[config.mk]
export PLATFORM = sky130hd
export DESIGN_NAME = seven_seg_scan
export DESIGN_NICKNAME = d
export VERILOG_FILES = /design/src/rtl/seg_pkg.sv /design/src/rtl/seven_seg_glyph.sv /design/src/rtl/seven_seg_scan.sv
export SDC_FILE = /design/constraint.sdc
export NUM_CORES = 1
export LEC_CHECK = 0
export CAP_MARGIN = 25
export CORE_ASPECT_RATIO = 0.75
export CORE_UTILIZATION = 57
export DETAILED_ROUTE_END_ITERATION = 10
export HOLD_SLACK_MARGIN = 0.05
export PLACE_DENSITY = 0.88
export SLEW_MARGIN = 40
export SYNTH_ARGS = -nofsm -noshare
export SYNTH_HDL_FRONTEND = slang
export SYNTH_SLANG_ARGS = --single-unit
export TNS_END_PERCENT = 30
[constraint.sdc]
create_clock -name clk -period 4.1 [get_ports clk]
set_input_delay 0.615 -clock clk [delete_from_list [all_inputs] [get_ports clk]]
set_output_delay 0.615 -clock clk [all_outputs]
set_load 0.01 [all_outputs]
[src/rtl/seg_pkg.sv]
// Shared seven-segment constants: glyph table and the active-low segment convention.
package seg_pkg;

   localparam int unsigned SEG_W = 7;
   localparam int unsigned NIB_W = 4;

   // Glyphs are stored active-low {a,b,c,d,e,f,g}: a 0 bit lights the segment.
   localparam logic SEG_LIT = 1'b0;

   localparam logic [SEG_W-1:0] SEG_BLANK = 7'b1111111;

   localparam logic [SEG_W-1:0] SEG_HEX [0:15] = '{
      7'b0000001, // 0
      7'b1001111, // 1
      7'b0010010, // 2
      7'b0000110, // 3
      7'b1001100, // 4
      7'b0100100, // 5
      7'b0100000, // 6
      7'b0001111, // 7
      7'b0000000, // 8
      7'b0000100, // 9
      7'b0001000, // A
      7'b1100000, // b
      7'b0110001, // C
      7'b1000010, // d
      7'b0110000, // E
      7'b0111000  // F
   };

endpackage

[src/rtl/seven_seg_glyph.sv]
// Combinational hex nibble to active-low seven-segment glyph lookup.
module seven_seg_glyph
   import seg_pkg::*;
(
   input  logic [NIB_W-1:0] nibble_i,
   output logic [SEG_W-1:0] glyph_c
);

   // Table lookup into the shared glyph ROM.
   always_comb begin
      glyph_c = SEG_HEX[nibble_i];
   end

endmodule

[src/rtl/seven_seg_scan.sv]
// Time-multiplexed N-digit seven-segment driver with frame-synchronous double buffering
// and optional leading-zero blanking.
module seven_seg_scan
   import seg_pkg::*;
#(
   parameter int unsigned NUM_DIGITS  = 4,
   parameter int unsigned REFRESH_DIV = 100000,
   parameter bit          ACTIVE_LOW  = 1'b1
) (
   input  logic                    clk,
   input  logic                    rst,
   input  logic [4*NUM_DIGITS-1:0] value,
   input  logic                    load,
   input  logic [NUM_DIGITS-1:0]   dp_in,
   input  logic                    blank_lz,
   input  logic                    enable,
   output logic [SEG_W-1:0]        seg,
   output logic                    dp,
   output logic [NUM_DIGITS-1:0]   an,
   output logic                    frame_start
);

   localparam int unsigned VAL_W  = NIB_W * NUM_DIGITS;
   localparam int unsigned PCNT_W = $clog2(REFRESH_DIV);
   localparam int unsigned IDX_W  = $clog2(NUM_DIGITS);

   localparam logic [PCNT_W-1:0] PCNT_MAX = PCNT_W'(REFRESH_DIV - 1);
   localparam logic [IDX_W-1:0]  IDX_MAX  = IDX_W'(NUM_DIGITS - 1);

   // Pin polarity masks: internal values are active-low, XOR flips them for active-high boards.
   localparam logic [SEG_W-1:0]      SEG_INV = ACTIVE_LOW ? '0 : '1;
   localparam logic [NUM_DIGITS-1:0] AN_INV  = ACTIVE_LOW ? '0 : '1;
   localparam logic                  DP_INV  = ~ACTIVE_LOW;

   localparam logic [SEG_W-1:0]      SEG_OFF = SEG_BLANK ^ SEG_INV;
   localparam logic [NUM_DIGITS-1:0] AN_OFF  = {NUM_DIGITS{1'b1}} ^ AN_INV;
   localparam logic                  DP_OFF  = 1'b1 ^ DP_INV;

   logic [PCNT_W-1:0]     pcnt_q, pcnt_d;
   logic [IDX_W-1:0]      idx_q, idx_d;
   logic [VAL_W-1:0]      pend_val_q, pend_val_d;
   logic [NUM_DIGITS-1:0] pend_dp_q, pend_dp_d;
   logic                  pend_vld_q, pend_vld_d;
   logic [VAL_W-1:0]      disp_val_q, disp_val_d;
   logic [NUM_DIGITS-1:0] disp_dp_q, disp_dp_d;
   logic [SEG_W-1:0]      seg_q, seg_d;
   logic                  dp_q, dp_d;
   logic [NUM_DIGITS-1:0] an_q, an_d;
   logic                  fs_q, fs_d;

   logic                  tick;
   logic                  wrap;
   logic [NIB_W-1:0]      nib;
   logic                  dp_bit;
   logic                  upper_zero;
   logic                  blank;
   logic [SEG_W-1:0]      glyph;

   // Prescaler and scan index; wrap marks the last clock of a frame.
   always_comb begin
      tick   = (pcnt_q == PCNT_MAX);
      wrap   = tick && (idx_q == IDX_MAX);
      pcnt_d = tick ? '0 : pcnt_q + PCNT_W'(1);
      idx_d  = idx_q;
      if (tick) begin
         idx_d = wrap ? '0 : idx_q + IDX_W'(1);
      end
   end

   // Double buffer: loads park in pending, display is only replaced on the frame wrap.
   always_comb begin
      pend_val_d = pend_val_q;
      pend_dp_d  = pend_dp_q;
      pend_vld_d = pend_vld_q;
      disp_val_d = disp_val_q;
      disp_dp_d  = disp_dp_q;
      if (wrap) begin
         pend_vld_d = 1'b0;
         if (load) begin
            disp_val_d = value;
            disp_dp_d  = dp_in;
         end else if (pend_vld_q) begin
            disp_val_d = pend_val_q;
            disp_dp_d  = pend_dp_q;
         end
      end else if (load) begin
         pend_val_d = value;
         pend_dp_d  = dp_in;
         pend_vld_d = 1'b1;
      end
   end

   // Digit mux and leading-zero detect, evaluated on next-state so pins track idx with no lag.
   always_comb begin
      nib        = '0;
      dp_bit     = 1'b0;
      upper_zero = 1'b1;
      for (int unsigned k = 0; k < NUM_DIGITS; k++) begin
         if (idx_d == IDX_W'(k)) begin
            nib    = disp_val_d[NIB_W*k +: NIB_W];
            dp_bit = disp_dp_d[k];
         end
         if ((IDX_W'(k) >= idx_d) && (disp_val_d[NIB_W*k +: NIB_W] != '0)) begin
            upper_zero = 1'b0;
         end
      end
      blank = blank_lz && (idx_d != '0) && upper_zero;
   end

   seven_seg_glyph u_glyph (
      .nibble_i (nib),
      .glyph_c  (glyph)
   );

   // Pin values for the next cycle; enable low forces everything dark.
   always_comb begin
      an_d  = AN_OFF;
      seg_d = SEG_OFF;
      dp_d  = DP_OFF;
      fs_d  = wrap;
      if (enable) begin
         an_d  = ~(NUM_DIGITS'(1) << idx_d) ^ AN_INV;
         seg_d = (blank ? SEG_BLANK : glyph) ^ SEG_INV;
         dp_d  = ~dp_bit ^ DP_INV;
      end
   end

   // State and output registers.
   always_ff @(posedge clk or posedge rst) begin
      if (rst) begin
         pcnt_q     <= '0;
         idx_q      <= '0;
         pend_val_q <= '0;
         pend_dp_q  <= '0;
         pend_vld_q <= 1'b0;
         disp_val_q <= '0;
         disp_dp_q  <= '0;
         seg_q      <= SEG_OFF;
         dp_q       <= DP_OFF;
         an_q       <= AN_OFF;
         fs_q       <= 1'b0;
      end else begin
         pcnt_q     <= pcnt_d;
         idx_q      <= idx_d;
         pend_val_q <= pend_val_d;
         pend_dp_q  <= pend_dp_d;
         pend_vld_q <= pend_vld_d;
         disp_val_q <= disp_val_d;
         disp_dp_q  <= disp_dp_d;
         seg_q      <= seg_d;
         dp_q       <= dp_d;
         an_q       <= an_d;
         fs_q       <= fs_d;
      end
   end

   assign seg         = seg_q;
   assign dp          = dp_q;
   assign an          = an_q;
   assign frame_start = fs_q;

endmodule

Word-level counts from Yosys, hierarchy flattened
Memory sizes are Yosys's and may differ from the RTL's.
Cells that the tools add are included.
{"block": "op_classes", "bitwise_logic": 4, "mux": 29, "magnitude_cmp": 5, "eq_ne": 5, "n_addsub": 2, "shift": 1, "n_reduce_logical": 15}
{"cell": "$mux 16", "count": 3}
{"cell": "$mux 4", "count": 8}
{"cell": "$mux 7", "count": 4}
{"cell": "$add 17x1->17 const B", "count": 1}
{"cell": "$eq 17x17->1 const B", "count": 1}
{"cell": "$mux 17", "count": 1}
{"cell": "$reduce_bool 4->1", "count": 4}
{"cell": "$mux 1", "count": 11}
{"cell": "$logic_and 1x1->1", "count": 7}
{"cell": "$eq 2x2->1 const B", "count": 3}
{"cell": "$ge 5x5->1 const B", "count": 1}
{"cell": "$not 4->5", "count": 1}
{"cell": "$ge 1x2->1 const A", "count": 2}
{"cell": "$ge 2x2->1 const A", "count": 2}
{"cell": "$mux 2", "count": 2}
{"cell": "$not 4->4", "count": 1}
{"cell": "$reduce_bool 2->1", "count": 2}
{"cell": "$shl 1x2->4 const A", "count": 1}
{"cell": "$add 2x1->2 const B", "count": 1}
{"cell": "$eq 2x1->1 const B", "count": 1}
{"cell": "$logic_not 2->1", "count": 1}
{"cell": "$not 1->1", "count": 2}
{"cell": "$reduce_and 2->1", "count": 1}
{"block": "word_totals", "mem_count": 1, "reg_bits": 73, "mem_bits_ro": 112, "elab_cells": 73, "out_inout_bits": 13, "inputBits": 25}
{"name": "(no name shown)", "words": 16, "width": 7, "read_ports": 1, "rd_clocked_by_memory_dff": 0, "wr": 0, "line": "seven_seg_glyph.sv:11", "source": "glyph_c = SEG_HEX[nibble_i];"}

Longest topological paths before layout
Gate-level depths: netlist of the first run.
{"block": "logic_depth", "depth_word": 15, "mapped_depth": 16, "depth_no_buf": 14}

By module
From an unflattened synthesis of the first run, not the netlist that was laid out.
{"block": "unflattened", "hier_cells": 395, "area_unflattened_um2": 3782.4}
{"module": "seven_seg_scan", "area_each_um2": 3529.6, "seq_area_each_um2": 1841.8, "instances": 1, "cells_per_inst": 359}
{"module": "seven_seg_glyph", "area_each_um2": 252.7, "seq_area_each_um2": 0.0, "instances": 1, "cells_per_inst": 36}

Worst setup path before layout of the first run
No wires, ideal clock.
{"block": "synth_path", "path_kind": "register to register", "startpoint": "register pcnt_q[0]", "endpoint": "register seg_q[6], in the netlist seg[6]", "n_path_buf": 2, "path_stages_with_launch": 16, "arrival_time_ns": 3.017, "path_slack_ns": 0.992, "t_required_ns": 4.009, "synth_period_minus_slack_ns": 3.108, "setup_time_ns": 0.091, "cell_sequence": "dfrtp_1 -> ha_1 -> and4_4 -> and4_4 -> buf_12 -> nand2_4 -> inv_1 -> buf_2 -> o221a_2 -> o22ai_1 -> nor2_1 -> inv_1 -> ha_1 -> mux2_2 -> a221oi_1 -> o211ai_1"}
{"block": "synth_between", "word_cells_on_any_way": 38, "classes_between": "4 x order compare; 4 x eq/ne; 15 x mux; 1 x bitwise; 13 x reduce/logical; 1 x memory"}
{"element": "start: declaration", "line": "seven_seg_scan.sv:39", "source": "logic [PCNT_W-1:0] pcnt_q, pcnt_d;"}
{"element": "start signal: assignment", "line": "seven_seg_scan.sv:143", "source": "pcnt_q <= pcnt_d;"}
{"element": "$eq 17x17->1 *", "line": "seven_seg_scan.sv:61", "source": "tick = (pcnt_q == PCNT_MAX);"}
{"element": "$logic_and 1x1->1 *", "line": "seven_seg_scan.sv:62", "source": "wrap = tick && (idx_q == IDX_MAX);"}
{"element": "via fs_d", "line": "seven_seg_scan.sv:49", "source": "logic fs_q, fs_d;"}
{"element": "$mux 16 *", "line": "seven_seg_scan.sv:77", "source": "if (wrap) begin"}
{"element": "via disp_val_d[5]", "line": "seven_seg_scan.sv:44", "source": "logic [VAL_W-1:0] disp_val_q, disp_val_d;"}
{"element": "$mux 4 (3 in a row)", "line": "seven_seg_scan.sv:99", "source": "if (idx_d == IDX_W'(k)) begin"}
{"element": "$not 4->5 (not written as such)", "line": "seven_seg_glyph.sv:11"}
{"element": "$mem_v2 16x7"}
{"element": "$mux 7 (not written as such) (2 in a row)", "line": "seven_seg_glyph.sv:11"}
{"element": "$mux 7 *", "line": "seven_seg_scan.sv:123", "source": "seg_d = (blank ? SEG_BLANK : glyph) ^ SEG_INV;"}
{"element": "$mux 7 *", "line": "seven_seg_scan.sv:121", "source": "if (enable) begin"}
{"element": "via seg_d[6]", "line": "seven_seg_scan.sv:46", "source": "logic [SEG_W-1:0] seg_q, seg_d;"}
{"element": "end signal: assignment", "line": "seven_seg_scan.sv:150", "source": "seg_q <= seg_d;"}
{"element": "end: declaration", "line": "seven_seg_scan.sv:46"}
Mark *: on every way through the listed nets, which the timed path passes. The rest lies on a longest branch. The select of a mux whose other input is x is not followed.
A chain may end at the register's enable or synchronous reset.

Worst setup path after layout of the first run
{"block": "layout_path", "startpoint": "register pcnt_q[0]", "endpoint": "register seg_q[6], in the netlist seg[6]"}
{"block": "layout_between", "elab_chain_len": 15, "word_cells_on_any_way": 38, "classes_between": "4 x order compare; 4 x eq/ne; 15 x mux; 1 x bitwise; 13 x reduce/logical; 1 x memory"}
{"element": "$eq 17x17->1 *", "line": "seven_seg_scan.sv:61"}
{"element": "$logic_and 1x1->1", "line": "seven_seg_scan.sv:62"}
{"element": "$mux 2", "line": "seven_seg_scan.sv:66", "source": "idx_d = wrap ? '0 : idx_q + IDX_W'(1);"}
{"element": "$mux 2", "line": "seven_seg_scan.sv:65", "source": "if (tick) begin"}
{"element": "$logic_not 2->1", "line": "seven_seg_scan.sv:99"}
{"element": "$mux 4 (4 in a row)", "line": "seven_seg_scan.sv:99"}
{"element": "$not 4->5 (not written as such)", "line": "seven_seg_glyph.sv:11"}
{"element": "$mem_v2 16x7"}
{"element": "$mux 7 (not written as such) (2 in a row)", "line": "seven_seg_glyph.sv:11"}
{"element": "$mux 7 *", "line": "seven_seg_scan.sv:123"}
{"element": "$mux 7 *", "line": "seven_seg_scan.sv:121"}
{"element": "via seg_d[6]", "line": "seven_seg_scan.sv:46"}
Marks and branches as above.

==> run summary, run 1 <==
Initial Utilization - 0.590
Clock Skew - 16.8 ps
core area - 6320 um2
Pre-antenna DRT Iters - 5
Yosys reg bits - 73
Post-DP HPWL - 5900 um
largest net degree at the start of global routing - 47
IO Pins - 38
Final Cycle Share - 0.908
layout cells sized above 1 - 0.216
number of max-cap violations - 0
Period minus WS final - 3720 ps
number of post-CTS setup repair buffers - 0
vias in the first global route - 2791
Post-synth EDFFs - 0
achievable clock frequency - 269 MHz
count of different cell masters after synthesis - 51
relative slew slack - 0.610
status - complete, no violations
post-synthesis sequential area ratio - 0.494
Netlist Area Pre-Place - 3730 um2
Final ANT Viol Nets - 0
CTS tree - yes
Non-Filler Instances - 461
row count - 25
P&R area growth vs syn - 17.6%
routability cong. - 0.980
first-pass GRT wire length - 13800 um
cells after synthesis - 340
YS warnings - 0
worst reg2reg setup slack - 380 ps
total global-route track usage - 0.270
Sinks on Clock Net - 73
Top FF cell, synth - dfrtp_1
Worst Path Arrival - 3980 ps
FFs w/ async S/R, synth - 1.00
total gr overflow - 0
# setup viols final - 0
Post-Route WL - 8650 um
ANT cells - 0
Final nets - 408
DR iter-0 viols - 289
CP Max Fanout - 15
crit path kind - reg -> reg
Die X - 95.4 um
final hold vios - 0
latest clock arrival within the worst-skew pair - 360 ps
IR drop worst, VDD - 0.236 mV
vias per inst - 6.36
Slew Limit Fails - 0
fillers - 452
initial antenna violation count - 0
# port buffers - 37
power per standard cell area - 359 nW/um2
hold-fix buffers at CTS - 0
via count - 2931
Remaining DRCs - 0
Bufs on Longest Clock Path - 2
CTS buffer count - 9
Die Area - 6870 um2
PostCTS Resize Cnt - 0
Syn Nets - 373
HP Class - reg -> reg
H-tree lvl count - 3
post-synthesis area per instance - 11.0 um2
final setup TNS - 0 ps
CTS clk-pin slew, worst paths - 90 ps
Required @ worst endpoint - 4360 ps
WL/cell - 18.8 um
leakage power figure - 0.00186 uW
Die H - 72.0 um
Root Driver - clkbuf_8
Cell Count Post-Placement - 444
RSZ-0062 raised after global routing - no
Worst Setup End Kind - register
Slew @ Worst Pin - 584 ps
Startpoint Class - register
cell usage after synthesis (2+ instances only):
cell	instances	area [um2]
dfrtp_1	61	1530
nor2_1	33	124
mux2_2	22	248
nand2_1	22	82.6
nand3_1	17	85.1
dfstp_2	12	315
inv_1	12	45.0
a31oi_1	11	68.8
and2_1	10	62.6
clkbuf_1	9	33.8
o221a_2	9	101
a21oi_1	8	40.0
ha_1	8	100
a221o_1	7	70.1
o21ai_0	7	35.0
xnor2_1	7	61.3
xor2_1	7	61.3
a22oi_1	6	45.0
nor2b_1	6	37.5
a32o_1	5	50.1
nor3_1	5	25.0
o221ai_1	5	43.8
o22ai_1	5	31.3
buf_2	4	20.0
buf_6	4	45.0
mux2i_1	4	40.0
a211oi_2	2	25.0
a41oi_1	2	17.5
and3_1	2	12.5
and4_4	2	22.5
mux2i_4	2	45.0
nand4_1	2	12.5
nor4_1	2	12.5
o22a_1	2	17.5
or2_2	2	12.5
critical path, stage by stage, from the launching register on:
cell and delay [ps]:
dfrtp_1 390, ha_1 230, and4_4 260, and4_4 390, mux2i_4 370, inv_1 270
nand2_1 220, o22ai_1 90, nor2_1 320, inv_1 150, ha_1 260, mux2_2 280
a221oi_1 250, o211ai_1 130
sequential cells by signal, summed over array words and instances (netlist names):
register	flops
seg	7
pend_val_q	16
pend_dp_q	4
disp_dp_q	4
disp_val_q	16
idx_q	2
frame_start	1
an	4
dp	1
pcnt_q	17
pend_vld_q	1
logic make-up (layout without fill, tap and decap cells):
family | count (synthesis) | after routing | share of synthesized area
adders and majority gates | 8 | 8 | 0.0269
muxes | 28 | 28 | 0.0893
and+or+nand+nor | 111 | 112 | 0.152
AOI/OAI and AO/OA | 75 | 75 | 0.159
DFF | 73 | 73 | 0.494
buffers and inverters | 31 | 70 | 0.0460
xor gates and xnor gates | 14 | 14 | 0.0329
area by class of cell:
class	count	area, um2	share of cell area
Inverter	12	45.0	0.0103
Clock buffer	10	138	0.0314
Clock inverter	6	115	0.0263
Sequential cell	73	1840	0.420
Multi-Input combinational cell	237	1730	0.395
Timing Repair Buffer	42	408	0.0931
Tap cell	81	101	0.0231
metrics by stage:
stage	total power [uW]	utilization	area [um2]	hold WS (ps)	worst slack [ps]
final	1570	0.693	4380	494	377
after global routing	1620	0.693	4380	518	60.7
after CTS	1580	0.691	4360	500	327
after detailed placement	880	0.651	4110	482	365
after global placement	877	0.650	4110	459	581
after floorplan	826	-	3730	448	992
power breakdown:
part           leakage (uW)  internal, uW  switching, uW  total (uW)
combinational      0.000838          55.5           49.0         104
sequential         0.000903           750           12.8         763
clock              0.000123           423            284         707
layer usage:
metal  global-route usage  vias to the layer above  share of wire
li1                     -                     1322              -
met1                0.386                     1449           0.44
met2                0.399                      140           0.45
met3               0.0765                       20          0.096
met4               0.0825                        0          0.013
met5                    0                        -              0
path summary, 6_finish.rpt:
kind                             from             to  depth (start not counted)
max                         pcnt_q[0]         seg[6]                         13
min                        pcnt_q[14]     pcnt_q[14]                          1
max reg2reg                 pcnt_q[0]         seg[6]                         13
min reg2reg                pcnt_q[14]     pcnt_q[14]                          1
max in group asynchronous         rst  pend_val_q[2]                          3
min in group asynchronous         rst   disp_dp_q[2]                          2
cells in the final DEF (no fill, tap or decap), types with 8 or more instances in the layout:
| cell | count |
|---|---|
| and2_1 | 10 |
| ha_1 | 8 |
| o221a_2 | 9 |
| inv_1 | 11 |
| nor2_1 | 33 |
| a21oi_1 | 8 |
| a31oi_1 | 11 |
| clkbuf_8 | 10 |
| clkdlybuf4s50_1 | 37 |
| nand3_1 | 17 |
| mux2_2 | 22 |
| dfrtp_1 | 61 |
| nand2_1 | 21 |
| dfstp_2 | 12 |
(Power assumes the default switching activity.)
==> run 2, diff against run 1 <==
--- a/config.mk
+++ b/config.mk
@@ -10,9 +10,10 @@
 export CORE_UTILIZATION = 57
 export DETAILED_ROUTE_END_ITERATION = 10
 export HOLD_SLACK_MARGIN = 0.05
-export PLACE_DENSITY = 0.88
+export PLACE_DENSITY = 0.81
 export SLEW_MARGIN = 40
 export SYNTH_ARGS = -nofsm -noshare
 export SYNTH_HDL_FRONTEND = slang
+export SYNTH_HIERARCHICAL = 1
 export SYNTH_SLANG_ARGS = --single-unit
 export TNS_END_PERCENT = 30
==> run 2 against run 1 <==
Via count up 11%; critical endpoint is now seg[3]; hold slack worse by 14 ps; global-route usage up 1.4 points; non-clock buffer count up 12; setup slack worse by 160 ps.
==> run summary, run 2 <==
routability cong. - 0.916 (-6.5%)
IR drop worst, VDD - 0.173 mV (-27%)
post-synth top area share - 0.404 (-0.00610)
row count - 25 (unchanged)
largest net degree at the start of global routing - 33 (-30%)
DR iter-0 viols - 265 (-8.3%)
achievable clock frequency - 257 MHz (-4.1%)
FFs w/ async S/R, synth - 1.00 (unchanged)
Remaining DRCs - 0 (unchanged)
register with the most flip-flops - pcnt_q
WL/cell - 17.2 um (-8.5%)
Root Driver - clkbuf_8
Slew Limit Fails - 0 (unchanged)
CP Cell Sequence - or4_1 > nor4_4 > buf_6 > nand2_4 > inv_8 > nand2_2 > o22ai_1 > a21oi_1 > a21oi_1 > a32oi_1 > inv_1 > ha_1 > nand2_1 > a21oi_1 > a31oi_1 > inv_1 > and3_1 > a32oi_1
power per standard cell area - 306 nW/um2 (-15%)
RR Endpoint - seg[3]
H-tree lvl count - 3 (unchanged)
FF-to-FF Start - pcnt_q[12]
CTS tree - yes
crit path kind - reg -> reg
commonest non-fill, non-tap cells in the layout - 61 x dfrtp_1, 37 x clkdlybuf4s50_1, 32 x nor2_1
reg2reg path depth - 18 (+5)
cell taking the most area after synthesis - dfrtp_1
Final ANT Viol Nets - 0 (unchanged)
P&R area growth vs syn - 18.0%
fillers - 474 (+4.9%)
CTS clk-pin slew, worst paths - 80 ps (about the same)
Die H - 72.5 um (+0.73%)
slowest cell on the critical path - or4_1
synth top area cells - dfrtp_1 40%, dfstp_2 8.3%, o22ai_1 4.3%, o21ai_0 3.3%, nor2_1 3.3%
first-pass GRT wire length - 14800 um (+7.5%)
initial antenna violation count - 0 (unchanged)
biggest regs - pcnt_q x17, disp_val_q x16, pend_val_q x16
relative slew slack - 0.528 (-0.0823)
most frequent cells after synthesis - 61 x dfrtp_1, 33 x nor2_1, 29 x nand2_1, 26 x o22ai_1, 25 x o21ai_0
post-synthesis sequential area ratio - 0.487 (-0.00736)
final hold vios - 0 (unchanged)
post-route design area - 4460 um2 (+1.9%)
Final nets - 470 (+15%)
Slew @ Worst Pin - 707 ps (+123 ps)
Worst Path Arrival - 4140 ps (+160 ps)
# setup viols final - 0 (unchanged)
Syn Nets - 429 (+15%)
cells after synthesis - 395 (+16%)
Period minus WS final - 3880 ps (+161 ps)
Post-synth EDFFs - 0 (unchanged)
ANT cells - 0 (unchanged)
Post-Route WL - 8940 um (+3.4%)
layout cells sized above 1 - 0.161 (-0.0544)
latest clock arrival within the worst-skew pair - 360 ps (about the same)
Final Util - 0.703 (+0.00979)
CP Max Fanout - 25 (+10)
Netlist Area Pre-Place - 3780 um2 (+1.5%)
Initial Utilization - 0.596 (+0.00596)
Levels on crit path - 18 (+5)
IO Pins - 38 (unchanged)
via count - 3248 (+11%)
Worst Setup End Kind - register
Sinks on Clock Net - 73 (unchanged)
Startpoint Class - register
status - complete, no violations
Top FF cell, synth - dfrtp_1
cell family with most CP delay - simple AND/OR/NAND/NOR gates
Critical Path Max Stage Delay - 580 ps (+190 ps)
Die X - 96.1 um (+0.73%)
vias in the first global route - 3156 (+13%)
most common cell after layout, fill and taps aside - dfrtp_1
CP most frequent cell - a21oi_1
Required @ worst endpoint - 4360 ps (about the same)
Hold Path Origin - pcnt_q[0]
YS warnings - 6 (+6)
top-count cell post-synth - dfrtp_1
Bufs on Longest Clock Path - 2 (unchanged)
max FFs per register - 17 (unchanged)
hold-fix buffers at CTS - 0 (unchanged)
final setup TNS - 0 ps (unchanged)
worst path buffer plus inverter count - 4 (+2)
worst reg2reg setup slack - 220 ps (-160 ps)
# port buffers - 37 (unchanged)
number of max-cap violations - 0 (unchanged)
total global-route track usage - 0.284 (+0.0144)
area of the multi-input gates - 1750 um2 (+0.94%)
Final Cycle Share - 0.947 (+0.0393)
Die Area - 6970 um2 (+1.5%)
core area - 6350 um2 (+0.50%)
Seq. cell area - 1840 um2 (unchanged)
CTS buffer count - 9 (unchanged)
leakage power figure - 0.00191 uW (+2.7%)
Setup crit end - seg[3]
Pre-antenna DRT Iters - 6 (+1)
Cell Area, Placed - 4270 um2 (+3.9%)
vias per inst - 6.23 (-1.9%)
WHS - 480 ps (-14.3 ps)
Worst Setup SP - pcnt_q[12]
Power Total - 1370 uW (-13%)
Post-DP HPWL - 6200 um (+5.1%)
HP Class - reg -> reg
post-synthesis area per instance - 9.58 um2 (-13%)
count of different cell masters after synthesis - 55 (+7.8%)
total gr overflow - 0 (unchanged)
Clock Skew - 12.7 ps (-4.12 ps)
Yosys reg bits - 73 (unchanged)
## run 2: changes by cell type in the layout (fill, tap and decap cells not counted), moves of 9 or more
cell     before  now
a21oi_1       8   24
and3_1        2   11
buf_4         5   16
inv_1        11   21
mux2_2       22   11
o21ai_0       7   25
o221a_2       9    0
o22ai_1       5   26
## run 2: worst register-to-register path, cell delays in order, from the launching register on
cell and delay [ps]:
dfrtp_1 430, or4_1 580, nor4_4 320, buf_6 220
nand2_4 130, inv_8 180, nand2_2 120, o22ai_1 230
a21oi_1 160, a21oi_1 180, a32oi_1 100, inv_1 170
ha_1 260, nand2_1 100, a21oi_1 80, a31oi_1 140
inv_1 70, and3_1 160, a32oi_1 160
## run 2: per-stage QoR
step | worst slack, ps | cells
global placement | 256 | 505
CTS | 53.5 | 520
finish | 216 | 521
floorplan | 162 | 395
detailed placement | 113 | 505
global route | -27.4 | 521
## run 2: routing by layer
metal | share of wire | track usage | up-vias | wire, um
li1 | - | - | 1488 | -
met1 | 0.44 | 0.370 | 1608 | 3940
met2 | 0.48 | 0.454 | 134 | 4250
met5 | 0 | 0 | - | 0
met4 | 0.014 | 0.0862 | 0 | 126
met3 | 0.070 | 0.0901 | 18 | 624
## run 2: how the worst min path moves through the flow
stage                           endpoint  slack, ps  cells past startpoint
after CTS                      pcnt_q[0]        490                      1
after floorplan                pcnt_q[0]        450                      1
final                          pcnt_q[0]        480                      1
after detailed placement       pcnt_q[0]        480                      1
after global routing      pend_val_q[11]        510                      1
after global placement         pcnt_q[0]        460                      1
## run 2: cell type report
type                            instances  share of cell area
Multi-Input combinational cell        273               0.392
Clock inverter                          5             0.00729
Clock buffer                           10              0.0308
Sequential cell                        73               0.413
Tap cell                               81              0.0227
Inverter                               25              0.0227
Timing Repair Buffer                   54               0.112
## run 2: cell families (layout without fill, tap and decap cells)
kind of cell / after synthesis / count (layout) / synth area share
AOI/OAI and AO/OA: 108 / 108 / 0.176
muxes: 18 / 18 / 0.0526
DFF: 73 / 73 / 0.487
and+or+nand+nor: 125 / 125 / 0.172
xor gates and xnor gates: 13 / 13 / 0.0301
adders and majority gates: 9 / 9 / 0.0298
buffers and inverters: 49 / 94 / 0.0529
## run 2: repair_timing
action | in CTS | in global routing
hold endpoints to repair | 0 | 0
resized for setup | 0 | 6
buffers inserted | 0 | 1
setup endpoints to repair | 0 | 7
## run 2: where the power goes
part / switching (uW) / total, uW / leakage (uW) / internal, uW
Clock: 265 / 495 / 0.0000802 / 230
Combinational: 56.4 / 112 / 0.000918 / 55.8
Sequential: 12.3 / 759 / 0.000916 / 746
Total: 333 / 1370 / 0.00191 / 1030
==> run 3, diff against run 2 <==
--- a/config.mk
+++ b/config.mk
@@ -5,10 +5,12 @@
 export SDC_FILE = /design/constraint.sdc
 export NUM_CORES = 1
 export LEC_CHECK = 0
+export ABC_AREA = 1
 export CAP_MARGIN = 25
 export CORE_ASPECT_RATIO = 0.75
-export CORE_UTILIZATION = 57
+export CORE_UTILIZATION = 58
 export DETAILED_ROUTE_END_ITERATION = 10
+export GPL_TIMING_DRIVEN = 0
 export HOLD_SLACK_MARGIN = 0.05
 export PLACE_DENSITY = 0.81
 export SLEW_MARGIN = 40
==> run 3 against run 2 <==
Non-clock buffer count shrank 4; sequential power about the same; synthesized area grew 9.1%; via count up 4.6%; routed wire length fell by 4.9%; die area rose by 7.0%; largest cell class is now multi-input combinational cells; highest routed layer unchanged.
==> run summary, run 3 <==
status - complete, no violations
IR drop worst, VDD - 0.176 mV (+2.3%)
Critical Path Max Stage Delay - 390 ps (-190 ps)
Startpoint Class - register
cell family with most CP delay - simple AND/OR/NAND/NOR gates
hold-fix buffers at CTS - 0 (unchanged)
number of post-CTS setup repair buffers - 0 (unchanged)
Die H - 75.0 um (+3.4%)
cells after synthesis - 524 (+33%)
layout cells sized above 1 - 0.153 (-0.00885)
Worst Path Arrival - 3230 ps (-910 ps)
synth top area cells - dfrtp_1 37%, nand2_1 15%, dfstp_2 7.6%, inv_1 6.6%, nor2_1 4.5%
Required @ worst endpoint - 4380 ps (+20 ps)
IO Pins - 38 (unchanged)
Slew Limit Fails - 0 (unchanged)
Bufs on Longest Clock Path - 2 (unchanged)
post-route design area - 4790 um2 (+7.2%)
P&R area growth vs syn - 16.0%
ANT cells - 0 (unchanged)
Remaining DRCs - 0 (unchanged)
total gr overflow - 0 (unchanged)
via count - 3397 (+4.6%)
register with the most flip-flops - pcnt_q
Syn Nets - 558 (+30%)
CP Max Fanout - 10 (-60%)
# setup viols final - 0 (unchanged)
Post-DP HPWL - 6370 um (+2.8%)
HP Class - reg -> reg
number of max-cap violations - 0 (unchanged)
routability cong. - 0.920 (+0.37%)
final hold vios - 0 (unchanged)
worst path buffer plus inverter count - 2 (-2)
final setup TNS - 0 ps (unchanged)
Initial Utilization - 0.604 (+0.00818)
total global-route track usage - 0.250 (-0.0341)
Final ANT Viol Nets - 0 (unchanged)
CP Cell Sequence - ha_1 > clkbuf_1 > nand3_2 > o21ai_0 > nor2_1 > a21oi_1 > nand3_1 > inv_1 > ha_1 > nand3_1 > nand2_1 > nor2_1 > nand2_1
FFs w/ async S/R, synth - 1.00 (unchanged)
Top FF cell, synth - dfrtp_1
Worst Setup End Kind - register
Post-synth EDFFs - 0 (unchanged)
Final nets - 606 (+29%)
core area - 6830 um2 (+7.6%)
Slew @ Worst Pin - 603 ps (-104 ps)
RSZ-0062 raised after global routing - no
slowest cell on the critical path - dfrtp_1
commonest non-fill, non-tap cells in the layout - 160 x nand2_1, 71 x inv_1, 61 x dfrtp_1
initial antenna violation count - 0 (unchanged)
crit path kind - reg -> reg
power per standard cell area - 287 nW/um2 (-6.2%)
# port buffers - 36 (-2.7%)
DR iter-0 viols - 195 (-26%)
top-count cell post-synth - nand2_1
first-pass GRT wire length - 14300 um (-3.8%)
post-synthesis area per instance - 7.87 um2 (-18%)
Post-Route WL - 8510 um (-4.9%)
CTS clk-pin slew, worst paths - 80 ps (about the same)
post-synth top area share - 0.370 (-0.0335)
Netlist Area Pre-Place - 4130 um2 (+9.1%)
largest net degree at the start of global routing - 40 (+21%)
vias in the first global route - 3138 (-0.57%)
biggest regs - pcnt_q x17, disp_val_q x16, pend_val_q x16
Yosys reg bits - 73 (unchanged)
PostCTS Resize Cnt - 0 (unchanged)
CTS tree - yes
Pre-antenna DRT Iters - 5 (-1)
most frequent cells after synthesis - 160 x nand2_1, 72 x inv_1, 61 x dfrtp_1, 49 x nor2_1, 36 x o21ai_0
most common cell after layout, fill and taps aside - nand2_1
post-synthesis sequential area ratio - 0.446 (-0.0405)
Die Area - 7460 um2 (+7.0%)
Root Driver - clkbuf_8
vias per inst - 5.14 (-18%)
count of different cell masters after synthesis - 39 (-29%)
latest clock arrival within the worst-skew pair - 350 ps (about the same)
Die X - 99.4 um (+3.5%)
Final Cycle Share - 0.719 (-0.228)
Period minus WS final - 2950 ps (-934 ps)
Cell Area, Placed - 4620 um2 (+8.1%)
WL/cell - 12.9 um (-25%)
fillers - 567 (+20%)
achievable clock frequency - 339 MHz (+32%)
YS warnings - 6 (unchanged)
Clock Skew - 14.0 ps (+1.34 ps)
row count - 26 (+4.0%)
H-tree lvl count - 3 (unchanged)
relative slew slack - 0.596 (+0.0678)
Sinks on Clock Net - 73 (unchanged)
CTS buffer count - 9 (unchanged)
leakage power figure - 0.00252 uW (+32%)
max FFs per register - 17 (unchanged)
cell taking the most area after synthesis - dfrtp_1
## run 3: cell types whose count changed after synthesis, moves of 8 or more
cell,delta
nand2_1,+131
inv_1,+49
o22ai_1,-24
nor2_1,+16
clkbuf_1,-15
a21oi_1,-14
and3_1,-11
o21ai_0,+11
a32oi_1,-8
inv_2,+8
nand4_1,+8
## run 3: per-layer routing
layer | vias to the layer above | wire length, um | global-route usage
li1 | 1737 | - | -
met1 | 1565 | 4100 | 0.344
met2 | 81 | 3830 | 0.388
met3 | 14 | 445 | 0.0631
met4 | 0 | 127 | 0.0915
met5 | - | 0 | 0
## run 3: power breakdown
group          internal [uW]  switching, uW  leakage [uW]
sequential               746           11.2      0.000854
clock                    218            279     0.0000850
combinational           59.0           61.2       0.00159
## run 3: layout make-up
cell class                      count  area [um2]  share of cell area
Clock buffer                        9         124              0.0259
Buffer                             13        77.6              0.0162
Timing Repair Buffer               37         380              0.0795
Multi-Input combinational cell    358        1910               0.398
Tap cell                           84         105              0.0220
Clock inverter                      7        47.5             0.00993
Inverter                           80         305              0.0638
Sequential cell                    73        1840               0.385
## run 3: worst paths after layout
kind                            startpoint        endpoint  slack, ps  depth (start not counted)
worst max-delay path              idx_q[0]          seg[5]       1150                         13
worst min-delay path             pcnt_q[0]       pcnt_q[0]        470                          1
worst max register to register    idx_q[0]          seg[5]       1150                         13
worst min register to register   pcnt_q[0]       pcnt_q[0]        470                          1
max in group asynchronous              rst              dp       2890                          3
min in group asynchronous              rst  disp_val_q[12]        610                          2
## run 3: logic make-up (layout without fill, tap and decap cells)
kind of cell             Yosys count  count (layout)  synth area share
AND/OR/NAND/NOR                  273             273             0.306
buffers and inverters             93             146            0.0916
flip-flops                        73              73             0.446
AO/OA/AOI/OAI                     58              58            0.0825
multiplexers                      14              14            0.0379
adder cells (fa/ha/maj)            9               9            0.0273
XOR/XNOR                           4               4           0.00849
## run 3: stage by stage
step	hold slack, ps	cells	utilization	power (uW)	setup WS, ps
3_5_place_dp	458	645	0.676	892	1070
5_1_grt	500	661	0.701	1430	823
4_1_cts	469	661	0.701	1390	1140
2_1_floorplan	431	524	-	836	1480
6_report	466	661	0.701	1370	1150
3_3_place_gp	446	644	0.672	884	475
==> edit: new RTL, config.mk and constraints of run 3 <==
Change the parameter `ACTIVE_LOW` from 1'b1 to 1'b0.
--- a/src/rtl/seven_seg_scan.sv
+++ b/src/rtl/seven_seg_scan.sv
@@ -5,7 +5,7 @@
 #(
    parameter int unsigned NUM_DIGITS  = 4,
    parameter int unsigned REFRESH_DIV = 100000,
-   parameter bit          ACTIVE_LOW  = 1'b1
+   parameter bit          ACTIVE_LOW  = 1'b0
 ) (
    input  logic                    clk,
    input  logic                    rst,
Check against the original RTL: not equivalent (a bounded check fails within 4 cycles, from zero or initial values and one cycle with rst high).
==> edit against run 3 <==
- final area fell by 3.1%
- first-iteration DRC count rose by 91%
- cell count down 6.8%
- area after synthesis decreased by 4.2%
- largest power group unchanged
- worst setup slack lost 0.12 ns
- routed wire length is 1.4% higher
- highest routed layer unchanged
- sequential cell count stayed put
- core utilization is 1.9 points higher
- power up 4.8%
==> edit: results <==
set metrics [dict create \
    grt_max_degree 41 \
    fin_skew_ns 0.00698 \
    dr.pass1.iters 5 \
    pwr-share-comb_pct 7.8 \
    syn_nets 516 \
    antenna_found_initial 0 \
    p_int_uw 1100 \
    grt_pass1_vias 3062 \
    reg2reg_to "seg[3]" \
    cts_buffers 9 \
    met3_usage_pct 6.37 \
    synth-compound-area-share_pct 6.56 \
    power_density_mw_per_mm2 310 \
    hold_slack_ns 0.466 \
    grt_util_met1_pct 39.0 \
    crit_start "pcnt_q[0]" \
    synth.distinct_cells 40 \
    wl_met2_um 3800 \
    vdd_drop_max_mv 0.199 \
    max_slew_margin_pct 63.0 \
    vias_per_cell 5.50 \
    synthTopCellsByArea "dfrtp_1 (46%), nand2_1 (16%), mux2_1 (4.3%), inv_1 (3.7%), nor2_1 (3.6%)" \
    post-dp-hpwl_um 6340 \
    synth_commonest_cells "nand2_1 (164), dfrtp_1 (73), inv_1 (39)" \
    use_met2_pct 38.6 \
    synth-adder-area-share_pct 2.85 \
    routed_wl_um 8630 \
    synthMuxAreaShare_pct 5.13 \
    final_layout_size_suffix_gt1_share_pct 14.2 \
    routabilityCongestion 0.941 \
    drtIter0Drc 372 \
    ff2ff_path_depth 18 \
    wl_met1_um 4080 \
    grt_pass1_wl_um 14700 \
    p_leak_uw 0.00234 \
    r2r_slack_ns 1.03 \
    p_seq_uw 752 \
    largestRegisters "pcnt_q x17, disp_val_q x16, pend_val_q x16" \
    nNetsFinal 564 \
    port_buffers 36 \
    synth_xor_area_share_pct 0.665 \
    yosysSeqAreaShare_pct 46.2 \
    h-tree-depth 3 \
    route.met3.wl_um 665 \
    status "completed" \
    grt_usage_pct 26.4 \
    worstPathArrival_ns 3.32 \
]
-- edit: changes by cell type in the layout (fill, tap and decap cells not counted), sizes merged, moves of 4 or more --
cell   before  now
o21ai      41   17
a21oi      10    6
nand4      13   17
dfrtp      61   73
inv        80   54
mux2       13   18
nor2       60   51
nand2     168  175
dfstp      12    0
-- edit: stage by stage --
step	std cells	setup slack, ns	instance area (um2)
finish	616	1.03	4640
global route	616	0.740	4640
CTS	616	1.06	4640
detailed placement	600	1.06	4440
global placement	599	0.439	4410
floorplan	482	1.50	3950
-- edit: cell type report --
| type | instances | area [um2] |
|---|---|---|
| Clock inverter | 6 | 66.3 |
| Inverter | 55 | 213 |
| Sequential cell | 73 | 1830 |
| Timing Repair Buffer | 37 | 380 |
| Buffer | 12 | 67.6 |
| Clock buffer | 10 | 138 |
| Tap cell | 81 | 101 |
| Multi-Input combinational cell | 342 | 1850 |
| Fill cell | 491 | 1800 |
